File: config.mk
export PLATFORM = sky130hd
export DESIGN_NAME = line_clear_unit
export DESIGN_NICKNAME = d
export VERILOG_FILES = /design/src/rtl/line_clear_unit.sv
export SDC_FILE = /design/constraint.sdc
export NUM_CORES = 1
export LEC_CHECK = 0
export ABC_CLOCK_PERIOD_IN_PS = 2300
export CORE_MARGIN = 10
export CORE_UTILIZATION = 30
export DETAILED_ROUTE_END_ITERATION = 8
export PLACE_DENSITY = 0.64
export SETUP_SLACK_MARGIN = 0.3
export SLEW_MARGIN = 10
export SYNTH_ARGS = -nofsm -noshare
export SYNTH_HDL_FRONTEND = slang
export SYNTH_SLANG_ARGS = --single-unit
File: constraint.sdc
create_clock -name clk -period 2.3 [get_ports clk]
set_clock_uncertainty 0.2 [all_clocks]
set_input_delay 0.46 -clock clk [delete_from_list [all_inputs] [get_ports clk]]
set_output_delay 0.46 -clock clk [all_outputs]
set_load 0.005 [all_outputs]
File: src/rtl/line_clear_unit.sv
// Merges a landed piece into the 12x12 playfield, then scans bottom-up and
// collapses every full row, reporting the number of rows removed and top-out.
module line_clear_unit (
    input  logic         clk,
    input  logic         reset,
    input  logic         lock,
    input  logic [144:0] currentSqs,
    output logic [144:0] backGround,
    output logic         busy,
    output logic         done,
    output logic [3:0]   lines_cleared,
    output logic         game_over
);

    typedef enum logic [1:0] {IDLE, MERGE, SCAN, DONE} state_t;

    state_t         state_q, state_d;
    logic [143:0]   board_q, board_d;
    logic [3:0]     row_q, row_d;
    logic [3:0]     lines_q, lines_d;
    logic           over_q, over_d;

    logic [11:0]    full_rows;
    logic [143:0]   shifted;
    logic           unused_ok;

    assign unused_ok = currentSqs[144];

    // shifted is the board with the row at row_q removed and everything above it dropped by one.
    genvar gi;
    generate
        for (gi = 0; gi < 12; gi++) begin : g_rows
            assign full_rows[gi] = &board_q[gi*12 +: 12];
            if (gi == 0) begin : g_top
                assign shifted[11:0] = '0;
            end else begin : g_below
                localparam logic [3:0] ROW_IDX = 4'(gi);
                assign shifted[gi*12 +: 12] = (ROW_IDX <= row_q) ? board_q[(gi-1)*12 +: 12]
                                                                 : board_q[gi*12 +: 12];
            end
        end
    endgenerate

    always_comb begin
        state_d = state_q;
        board_d = board_q;
        row_d   = row_q;
        lines_d = lines_q;
        over_d  = over_q;
        case (state_q)
            IDLE: begin
                if (lock) begin
                    state_d = MERGE;
                    lines_d = 4'd0;
                end
            end
            MERGE: begin
                board_d = board_q | currentSqs[143:0];
                row_d   = 4'd11;
                state_d = SCAN;
            end
            SCAN: begin
                // Row pointer stays put after a clear so the row that dropped in is re-tested.
                if (full_rows[row_q]) begin
                    board_d = shifted;
                    lines_d = lines_q + 4'd1;
                end else if (row_q == 4'd0) begin
                    state_d = DONE;
                end else begin
                    row_d = row_q - 4'd1;
                end
            end
            DONE: begin
                if (|board_q[11:0]) over_d = 1'b1;
                state_d = IDLE;
            end
            default: state_d = IDLE;
        endcase
    end

    always_ff @(posedge clk) begin
        if (reset) begin
            state_q <= IDLE;
            board_q <= '0;
            row_q   <= 4'd11;
            lines_q <= 4'd0;
            over_q  <= 1'b0;
        end else begin
            state_q <= state_d;
            board_q <= board_d;
            row_q   <= row_d;
            lines_q <= lines_d;
            over_q  <= over_d;
        end
    end

    assign backGround    = {1'b0, board_q};
    assign busy          = (state_q != IDLE);
    assign done          = (state_q == DONE);
    assign lines_cleared = lines_q;
    assign game_over     = over_q;

endmodule

---- Yosys cells after proc, flatten, opt, wreduce, memory -nomap -nowiden ----
Index checks and enable logic that the tools add are counted.
operators by class
  $lt $le $gt $ge ......................... 12
  reductions and logical operators ........ 34
  $add $sub $neg .......................... 2
  eq/ne operators ......................... 19
  mux-type cells .......................... 25
  bitwise operators ....................... 1
operator list
  kind                                                 count
  one-hot mux 144 bit (2 select lines)                 1
  2-to-1 mux 144 bit                                   1
  OR 144 bit                                           1
  AND reduction 12 bit                                 12
  2-to-1 mux 12 bit                                    11
  AND reduction 3 bit                                  14
  inequality test 2 bit (second input constant)        16
  <= comparator 3 x 4 -> 1 bit (first input constant)  4
  <= comparator 4 bit (first input constant)           4
  2-to-1 mux 4 bit                                     4
  one-hot mux 4 bit (2 select lines)                   2
  OR reduction 12 bit                                  1
  <= comparator 2 x 4 -> 1 bit (first input constant)  2
  one-hot mux 2 bit (4 select lines)                   1
  2-to-1 mux 2 bit                                     3
  nonzero test 2 bit                                   3
  < comparator 4 x 5 -> 1 bit (second input constant)  1
  adder 4 x 1 -> 4 bit (second input constant)         1
  binary-select mux 1 bit (select 4 bit)               1
  == test 2 bit (second input constant)                2
  <= comparator 1 x 4 -> 1 bit (first input constant)  1
  logical NOT 4 bit                                    1
  AND reduction 2 bit                                  2
  subtractor 4 x 1 -> 4 bit (second input constant)    1
  3 further kinds                                      3
word-level totals
  logic and storage cells ................. 109
  flip-flop bits (word level) ............. 155
  bits of input ports ..................... 148
  output and inout bits ................... 152

---- Depth between registers and ports, before layout ----
Gate-level depths: netlist of run 1.
  depth after elaboration ................. 5
  gate-level depth with buffers ........... 10
  depth with buffers taken out ............ 8

---- Least setup slack after synthesis of run 1 ----
Ideal clock, no wire load.
  path kind ............................... reg2reg
  from .................................... reg row_q[0]
  to ...................................... reg board_q[109]
  path slack .............................. -210 ps
  stages on the path, launching flop included .. 10
  path buffers ............................ 3
  required time ........................... 1950 ps
  library setup time ...................... 150 ps
  period minus slack after synthesis ...... 2510 ps
  data arrival time ....................... 2160 ps
  cells stage by stage .................... dfxtp_1 -> buf_4 -> nand4_1 -> nor4_1 -> nor4_2 -> a211o_2 -> buf_6 -> a211oi_2 -> buf_4 -> a221oi_2
between the ends
  longest elaborated chain between the ends .. 4
  elaborated cells between the ends (all ways) .. 6
  those cells by class .................... order compare (1); eq/ne (2); mux (2); reduce/logical (1)
RTL lines
  element                                 line  RTL
  start: declaration                      19    logic [3:0] row_q, row_d;
  start signal: assignment                91    row_q <= row_d;
  binary-select mux 1 bit (select 4 bit)  64    if (full_rows[row_q]) begin
  2-to-1 mux 1 bit (not written as such)  64
  inequality test 2 bit (no line)         n/a
  AND reduction 3 bit (no line) *         n/a
  end signal: assignment                  90    board_q <= board_d;
  end: declaration                        18    logic [143:0] board_q, board_d;
Every way passes the cells marked *; elsewhere a longest branch is shown, timed or not. The select of a mux whose other input is x is not followed.
A chain may end at the register's enable or synchronous reset.

---- Worst setup path after layout of run 1 ----
  from .................................... reg row_q[0]
  to ...................................... reg board_q[113]
Same word-level chain as after synthesis.

==> results of run 1 <==
[how the worst max path moves through the flow]
stage               cells past startpoint  slack [ns]      endpoint        start
finish                                  9       -0.38  board_q[113]     row_q[0]
global route                           11       -0.46   board_q[16]     row_q[0]
CTS                                     9       -0.30  board_q[113]  board_q[11]
detailed placement                     10       -0.49  board_q[113]     row_q[0]
global placement                       10       -0.46  board_q[115]     row_q[0]
floorplan                               7       -0.02   board_q[94]   board_q[9]
[layout make-up]
type / count / area (sq um)
fill: 2529 / 12400
timing repair buffer: 570 / 5750
multi-input combinational: 686 / 5570
sequential: 155 / 3180
inverter: 152 / 571
tap: 384 / 480
clock buffer: 19 / 443
clock inverter: 13 / 135
antenna: 5 / 12.5
[worst max-delay path: cells and delay by family (launching register included)]
kind,cells,cell delay [ns]
simple gates,2,0.46
compound gates,4,0.98
buf+inv,3,0.49
flops,1,0.38
[sequential cells by signal (all words and copies together), names as in the netlist]
name	flops
lines_cleared	4
state_q	2
game_over	1
row_q	4
board_q	144
[layer usage]
layer  vias to the layer above  global-route usage
li1                       4987                   -
met1                      5153               0.293
met2                       494               0.364
met3                        71              0.0496
met4                         0              0.0855
met5                         -                   0
[logic make-up (layout without fill, tap and decap cells)]
group | Yosys count | in the layout | synth area share
adder cells (fa/ha/maj) | 11 | 11 | 0.0159
multiplexers | 2 | 2 | 0.00232
flip-flops | 155 | 155 | 0.359
buffers and inverters | 255 | 754 | 0.122
other | 1 | 6 | 0.000434
AND/OR/NAND/NOR | 306 | 307 | 0.159
AO/OA/AOI/OAI | 364 | 365 | 0.341
[per-stage QoR]
stage,setup WS (ns),area [sq um],power [mW],hold slack (ns)
2_1_floorplan,-0.0239,9150,9.24,0.260
3_5_place_dp,-0.494,13900,15.1,0.255
6_report,-0.378,16100,18.8,0.143
3_3_place_gp,-0.460,13900,14.9,0.250
5_1_grt,-0.463,16100,19.8,0.144
4_1_cts,-0.301,15100,18.1,0.126
[synthesized netlist by cell type, types with 4 or more instances]
cell type / count
a211oi_1: 14
a221oi_1: 88
nor4_1: 11
and3_1: 4
dfxtp_1: 155
nand2_1: 21
ha_1: 11
o211ai_1: 134
buf_4: 12
nand3_1: 15
nor3_1: 5
nand4_1: 25
nand2b_1: 4
o2111ai_1: 14
nor2_1: 204
inv_1: 149
clkbuf_1: 66
a221oi_2: 20
a211oi_2: 6
a21oi_1: 31
o31ai_1: 6
o21ai_0: 30
buf_2: 20
[report_power, final]
part	internal [mW]	switching, mW
clock network	1.55	1.29
logic	5.48	5.93
registers	3.90	0.648
total	10.9	7.88
[what timing repair did]
action                                  in CTS  in global routing
resized for setup                          205                171
gates cloned                                10                 10
pin swaps                                   30                 25
endpoints found under the setup margin     304                202
buffers inserted                            21                 13
==> results.toml, run 1 <==
[outcome]
outcome = "complete, but fails checks"
violations = "setup timing"

[sta]
setup_viol_count_final = 154
fin_setup_tns_ns = -40.63
post-route-worst-setup-slack_ns = -0.378
rsz0062_at_grt = "true"
slew_viol_final = 0
fmax_ghz = 0.373
finalCritPeriodShare = 1.16
period_minus_slack_ns = 2.68
hold_viol = 0
maxSlewHeadroom = 0.525
tightest_slew_ns = 0.707

[detailed_routing]
drc = 0
m1WireLength_um = 18700
drt-wirelength-per-cell_um = 22.2
avgViaCountPerCell = 5.40
dr_wl_met2_um = 21000
dr_wl_met3_um = 3230
first_iter_violations = 962
antenna_left = 0
drt_wl_total_um = 44100
top_layer = "met4"
drt_first_pass_iters = 5
vias = 10700

[cts]
ctsHoldBuffers = 0
clk_path_buf_depth = 2
ctsRootBufferMaster = "clkbuf_16"
cts_tree = "done"
clkSlewWorstSetupHoldPaths_ns = 0.07
clock_latency_ns = 0.44
cts_buffers = 17
cts_max_level = 4
clkSinkCount = 155

[setup_path]
cp_data_arrival_time_ns = 2.76
reg2reg_depth = 9
crit_required_ns = 2.38
slowest_delay_ns = 0.43
end_kind = "register"
rr_endpoint = "board_q[113]"
crit_type = "reg2reg"
cp-start-kind = "register"
crit_slowest_cell = "a211o_4"
timing.rr.start = "row_q[0]"
path_max_fanout = 5
crit_chain = "buf_4 > nand4b_1 > nor4_4 > o311ai_4 > a211o_4 > buf_12 > a211oi_4 > buf_6 > a221oi_2"
ff2ff_setup_slack_ns = -0.38

[yosys]
syn_nets = 1253
synthCells = 1094
netlist_area_sq_mm = 0.00863
yosysUniqueCellTypes = 52
synth_largest_area_cell = "dfxtp_1"
netlist.area_leader.share = 0.359
ys_seq_area_frac = 0.359
synthArstFlopShare = 0
synth_seq_cells = 155
synthFlopType = "dfxtp_1"
synth-edff-count = 0
avgSynthCellArea_sq_um = 7.89
synth.area.top_cells = "dfxtp_1 36%, o211ai_1 12%, a221oi_1 8.9%, nor2_1 8.9%, inv_1 6.5%"
yosys_warnings = 0

[place]
dp_hpwl_um = 31000
gp_congestion = 0.890
dp.cells = 1893
io_buffers = 297

[finish]
final_cell_mix = "203 x buf_4, 202 x nor2_1, 147 x inv_1"
area_delta_synth_final_pct = 87.0
fin_util = 0.566
instances_no_fill = 1984
layout-drive-gt1-share = 0.341
final_common_cell = "buf_4"
nets = 1741

[hold_path]
min_from = "reset"
min_to = "board_q[132]"
hold_depth = 2
hold_class = "in2reg"

[floorplanning]
die_y_um = 190
rows = 62
die_area_sq_mm = 0.0360
start_util = 0.302
num_io_pins = 300
dieWidth_um = 190
coreArea_sq_mm = 0.0285

[flow_run]
max_cap_violations = 0

[pwr]
irDropWorstVdd_uv = 821
p_leak_nw = 7.17
powerDensity_mw_per_mm2 = 1160

[global_route]
first_global_vias = 10700
track_usage = 0.227
grt_pass1_wl_um = 64200
grt_remaining_overflow = 0
grt_max_degree = 86
antenna_found_initial = 5
No activity file was read; power rests on OpenSTA's default activity.
==> inputs of run 2 (changes only) <==
==> constraint.sdc (replaced) <==
create_clock -name clk -period 2.3 [get_ports clk]
set_clock_uncertainty 0.2 [all_clocks]
set_input_delay 0.575 -clock clk [delete_from_list [all_inputs] [get_ports clk]]
set_output_delay 0.575 -clock clk [all_outputs]
set_load 0.005 [all_outputs]
==> run 2 against run 1 <==
The flow still finishes with violations (setup timing). Critical path depth grew 1. Combinational power is essentially flat. Global-route usage shrank 1.4 points. Total power shrank 1.0%. Fmax shrank 3.2%. Non-clock buffer count grew 16. Cell count grew 0.60%. Design area shrank 0.23%. Critical path type unchanged. Critical endpoint is now board_q[111].
==> results.toml, run 2 (same netlist as run 1, synthesis figures left out) <==
[outcome]
outcome = "complete, but fails checks"
violations = "setup timing"

[setup_path]
cp-start-kind = "register"
crit_slowest_cell = "dfxtp_4"
crit_required_ns = 2.39
crit_chain = "buf_6 > nand4b_1 > nor4_2 > o311ai_2 > buf_4 > a211o_4 > buf_6 > a211oi_4 > clkbuf_16 > a221oi_2"
cp_data_arrival_time_ns = 2.86
end_kind = "register"
path_max_fanout = 6
slowest_delay_ns = 0.40
ff2ff_setup_slack_ns = -0.47
cpMostUsedCell = "buf_6"
crit_type = "reg2reg"

[finish]
largest-register = "board_q"
nets = 1756
area_delta_synth_final_pct = 86.6
fin_util = 0.564
fillCellCount = 2530
final_common_cell = "buf_4"
final_cell_mix = "224 x buf_4, 203 x nor2_1, 154 x clkdlybuf4s50_1"
largest_register_ffs = 144
finalInstanceArea_sq_mm = 0.0161
layout-drive-gt1-share = 0.320
instances_no_fill = 1996

[detailed_routing]
drt_first_pass_iters = 5
avgViaCountPerCell = 5.30
antenna_left = 0
drc = 0
drt_wl_total_um = 43100
drt-wirelength-per-cell_um = 21.6
first_iter_violations = 872
vias = 10600

[cts]
cts_max_level = 4
cts_buffers = 17
clkSinkCount = 155
clkSlewWorstSetupHoldPaths_ns = 0.07
cts_tree = "done"
ctsRootBufferMaster = "clkbuf_16"
clock_latency_ns = 0.43
clk_path_buf_depth = 2

[pwr]
irDropWorstVdd_uv = 587
total_power_mw = 18.6
p_leak_nw = 8.06
powerDensity_mw_per_mm2 = 1160

[sta]
setup_viol_count_final = 154
rsz0062_at_grt = "true"
hold_viol = 0
maxSlewHeadroom = 0.647
tightest_slew_ns = 0.530
post-route-worst-setup-slack_ns = -0.466
period_minus_slack_ns = 2.77
fin_setup_tns_ns = -50.90
slew_viol_final = 0
fmax_ghz = 0.362
finalCritPeriodShare = 1.20
whs_ns = 0.264

[floorplanning]
rows = 62
die_area_sq_mm = 0.0360
num_io_pins = 300
coreArea_sq_mm = 0.0285
start_util = 0.302
dieWidth_um = 190
die_y_um = 190

[global_route]
grt_remaining_overflow = 0
grt_pass1_wl_um = 60800
first_global_vias = 10300
antenna_found_initial = 2
track_usage = 0.213
grt_max_degree = 69

[place]
dp_hpwl_um = 31500
placed_area_sq_mm = 0.0141
gp_congestion = 0.915
place_ws_ns = -0.451
io_buffers = 297
dp.cells = 1916

[flow_run]
max_cap_violations = 0

[hold_path]
hold_class = "reg2reg"
run 2: per-layer routing:
layer,track usage,share of wire
met4,0.0659,0.030
met3,0.0427,0.060
met5,0,0
met2,0.350,0.47
met1,0.275,0.44
run 2: worst paths after layout:
| kind | depth (start not counted) | startpoint | end |
|---|---|---|---|
| worst max-delay path | 10 | row_q[0] | board_q[111] |
| worst min-delay path | 2 | game_over | game_over |
| worst max register to register | 10 | row_q[0] | board_q[111] |
| worst min register to register | 2 | game_over | game_over |
run 2: worst max-delay path: cells and delay by family, from the launching register on:
| family | cells | cell delay [ns] |
|---|---|---|
| compound gates | 4 | 0.93 |
| buf+inv | 4 | 0.70 |
| simple gates | 2 | 0.39 |
| flops | 1 | 0.40 |
run 2: final cells by class:
type                            count  area, sq um  share of cell area
Timing Repair Buffer              586         6120               0.380
Multi-Input combinational cell    685         5170               0.321
Sequential cell                   155         3190               0.198
Inverter                          152          571              0.0354
Tap cell                          384          480              0.0298
Clock buffer                       19          443              0.0275
Clock inverter                     13          130             0.00808
Antenna cell                        2         5.00            0.000311
run 2: repair_timing:
item                       in CTS  in global routing
setup endpoints to repair     305                296
buffers inserted                3                 24
hold buffers                    0                  0
gates resized for setup        35                249
pin swaps                      11                 34
cloned                          1                 18
run 2: power breakdown:
part / switching, mW / leakage (nW) / internal (mW)
clock network: 1.28 / 0.276 / 1.55
logic: 5.66 / 6.48 / 5.57
registers: 0.644 / 1.30 / 3.91
==> inputs of run 3 (changes only) <==
- CORE_ASPECT_RATIO: not set -> 2
- GPL_TIMING_DRIVEN: not set -> 1
==> run 3 against run 2 <==
The run still ends with setup timing left. Design area about the same. Fmax down 0.78%. Via count up 3.0%. Non-clock buffer count unchanged. Utilization up 0.44 points. Wire length up 8.6%. Highest routed layer is now met5.
==> results.toml, run 3 (same netlist as run 1, synthesis figures left out) <==
[sta]
hold_viol = 0
slew_viol_final = 0
rsz0062_at_grt = "true"
period_minus_slack_ns = 2.79
setup_viol_count_final = 154
fin_setup_tns_ns = -56.16
post-route-worst-setup-slack_ns = -0.488
tightest_slew_ns = 0.737
fmax_ghz = 0.359
maxSlewHeadroom = 0.508
finalCritPeriodShare = 1.21

[flow_run]
max_cap_violations = 0

[setup_path]
crit_end = "board_q[33]"
cp-startpoint = "row_q[0]"
end_kind = "register"
crit_required_ns = 2.46
cp_data_arrival_time_ns = 2.95
timing.rr.start = "row_q[0]"
reg2reg_depth = 11
path_max_fanout = 5
crit_type = "reg2reg"
ff2ff_setup_slack_ns = -0.49
cp-start-kind = "register"
rr_endpoint = "board_q[33]"

[finish]
layout-drive-gt1-share = 0.329
fin_util = 0.569
final_cell_mix = "208 x buf_4, 202 x nor2_1, 146 x inv_1"
largest_register_ffs = 144
fillCellCount = 2491
area_delta_synth_final_pct = 86.4
largest-register = "board_q"
final_common_cell = "buf_4"
finalInstanceArea_sq_mm = 0.0161
nets = 1755

[cts]
cts_max_level = 4
cts_tree = "done"
clock_latency_ns = 0.45
cts_buffers = 17
clk_path_buf_depth = 2
clkSinkCount = 155
clkSlewWorstSetupHoldPaths_ns = 0.07
ctsRootBufferMaster = "clkbuf_16"

[floorplanning]
num_io_pins = 300
die_y_um = 260
dieWidth_um = 140
rows = 87
die_area_sq_mm = 0.0364
coreArea_sq_mm = 0.0283
start_util = 0.305

[detailed_routing]
antenna_left = 0
first_iter_violations = 679
drc = 0
vias = 10900
avgViaCountPerCell = 5.54
drt_wl_total_um = 46800
drt-wirelength-per-cell_um = 23.8
drt_first_pass_iters = 6

[pwr]
p_leak_nw = 7.00
powerDensity_mw_per_mm2 = 1200
irDropWorstVdd_uv = 827
total_power_mw = 19.3

[global_route]
grt_max_degree = 76
first_global_vias = 11300
antenna_found_initial = 3
track_usage = 0.238
grt_pass1_wl_um = 67200
grt_remaining_overflow = 0

[place]
dp_hpwl_um = 33600
place_ws_ns = -0.647
placed_area_sq_mm = 0.0140
io_buffers = 297
gp_congestion = 0.914

[outcome]
violations = "setup timing"
outcome = "complete, but fails checks"

[hold_path]
hold_class = "in2reg"
## run 3: stage by stage
step | hold WS, ns | instances
after floorplan | 0.260 | 1094
after global placement | 0.250 | 1881
after detailed placement | 0.271 | 1881
after CTS | 0.220 | 1948
after global routing | 0.236 | 1967
final | 0.233 | 1967
## run 3: repair_timing
action | CTS | global route
setup buffers | 21 | 10
setup endpoints to repair | 305 | 191
pin swaps | 48 | 50
hold buffers | 0 | 0
resized for setup | 261 | 108
cloned | 14 | 7
## run 3: area by class of cell
type / instances / area (sq um) / area share
antenna: 2 / 5.00 / 0.000311
timing repair buffer: 586 / 5850 / 0.364
tap: 356 / 445 / 0.0277
clock buffer: 18 / 439 / 0.0273
inverter: 152 / 578 / 0.0359
sequential: 155 / 3170 / 0.197
clock inverter: 14 / 193 / 0.0120
multi-input combinational: 684 / 5410 / 0.336
## run 3: critical path, cell delays in order, from the launching register on
cell	delay, ns
dfxtp_4	0.37
buf_6	0.12
nand4_1	0.15
nor4_4	0.34
o311ai_4	0.15
buf_6	0.17
a211oi_4	0.30
buf_4	0.18
buf_8	0.13
buf_16	0.13
o211ai_1	0.15
a221oi_2	0.28
## run 3: worst min path at each step
stage | from | endpoint | slack, ns | cells after the start
floorplan | game_over | game_over | 0.26 | 2
global placement | game_over | game_over | 0.25 | 2
detailed placement | game_over | game_over | 0.27 | 2
CTS | reset | lines_cleared[1] | 0.22 | 2
global route | reset | row_q[2] | 0.24 | 2
finish | reset | row_q[2] | 0.23 | 2
## run 3: metal layers
layer  track usage  wire length, um  vias up
li1              -                -     5000
met4         0.183             4060        2
met2         0.445            24900      525
met1         0.222            15200     5188
met3        0.0434             2590      182
met5             0               17        -
## run 3: where the power goes
part | leakage (nW) | internal [mW] | switching [mW] | total [mW]
sequential | 1.30 | 3.88 | 0.639 | 4.52
clock | 0.299 | 1.85 | 1.23 | 3.08
combinational | 5.41 | 5.57 | 6.15 | 11.7
total | 7.00 | 11.3 | 8.02 | 19.3
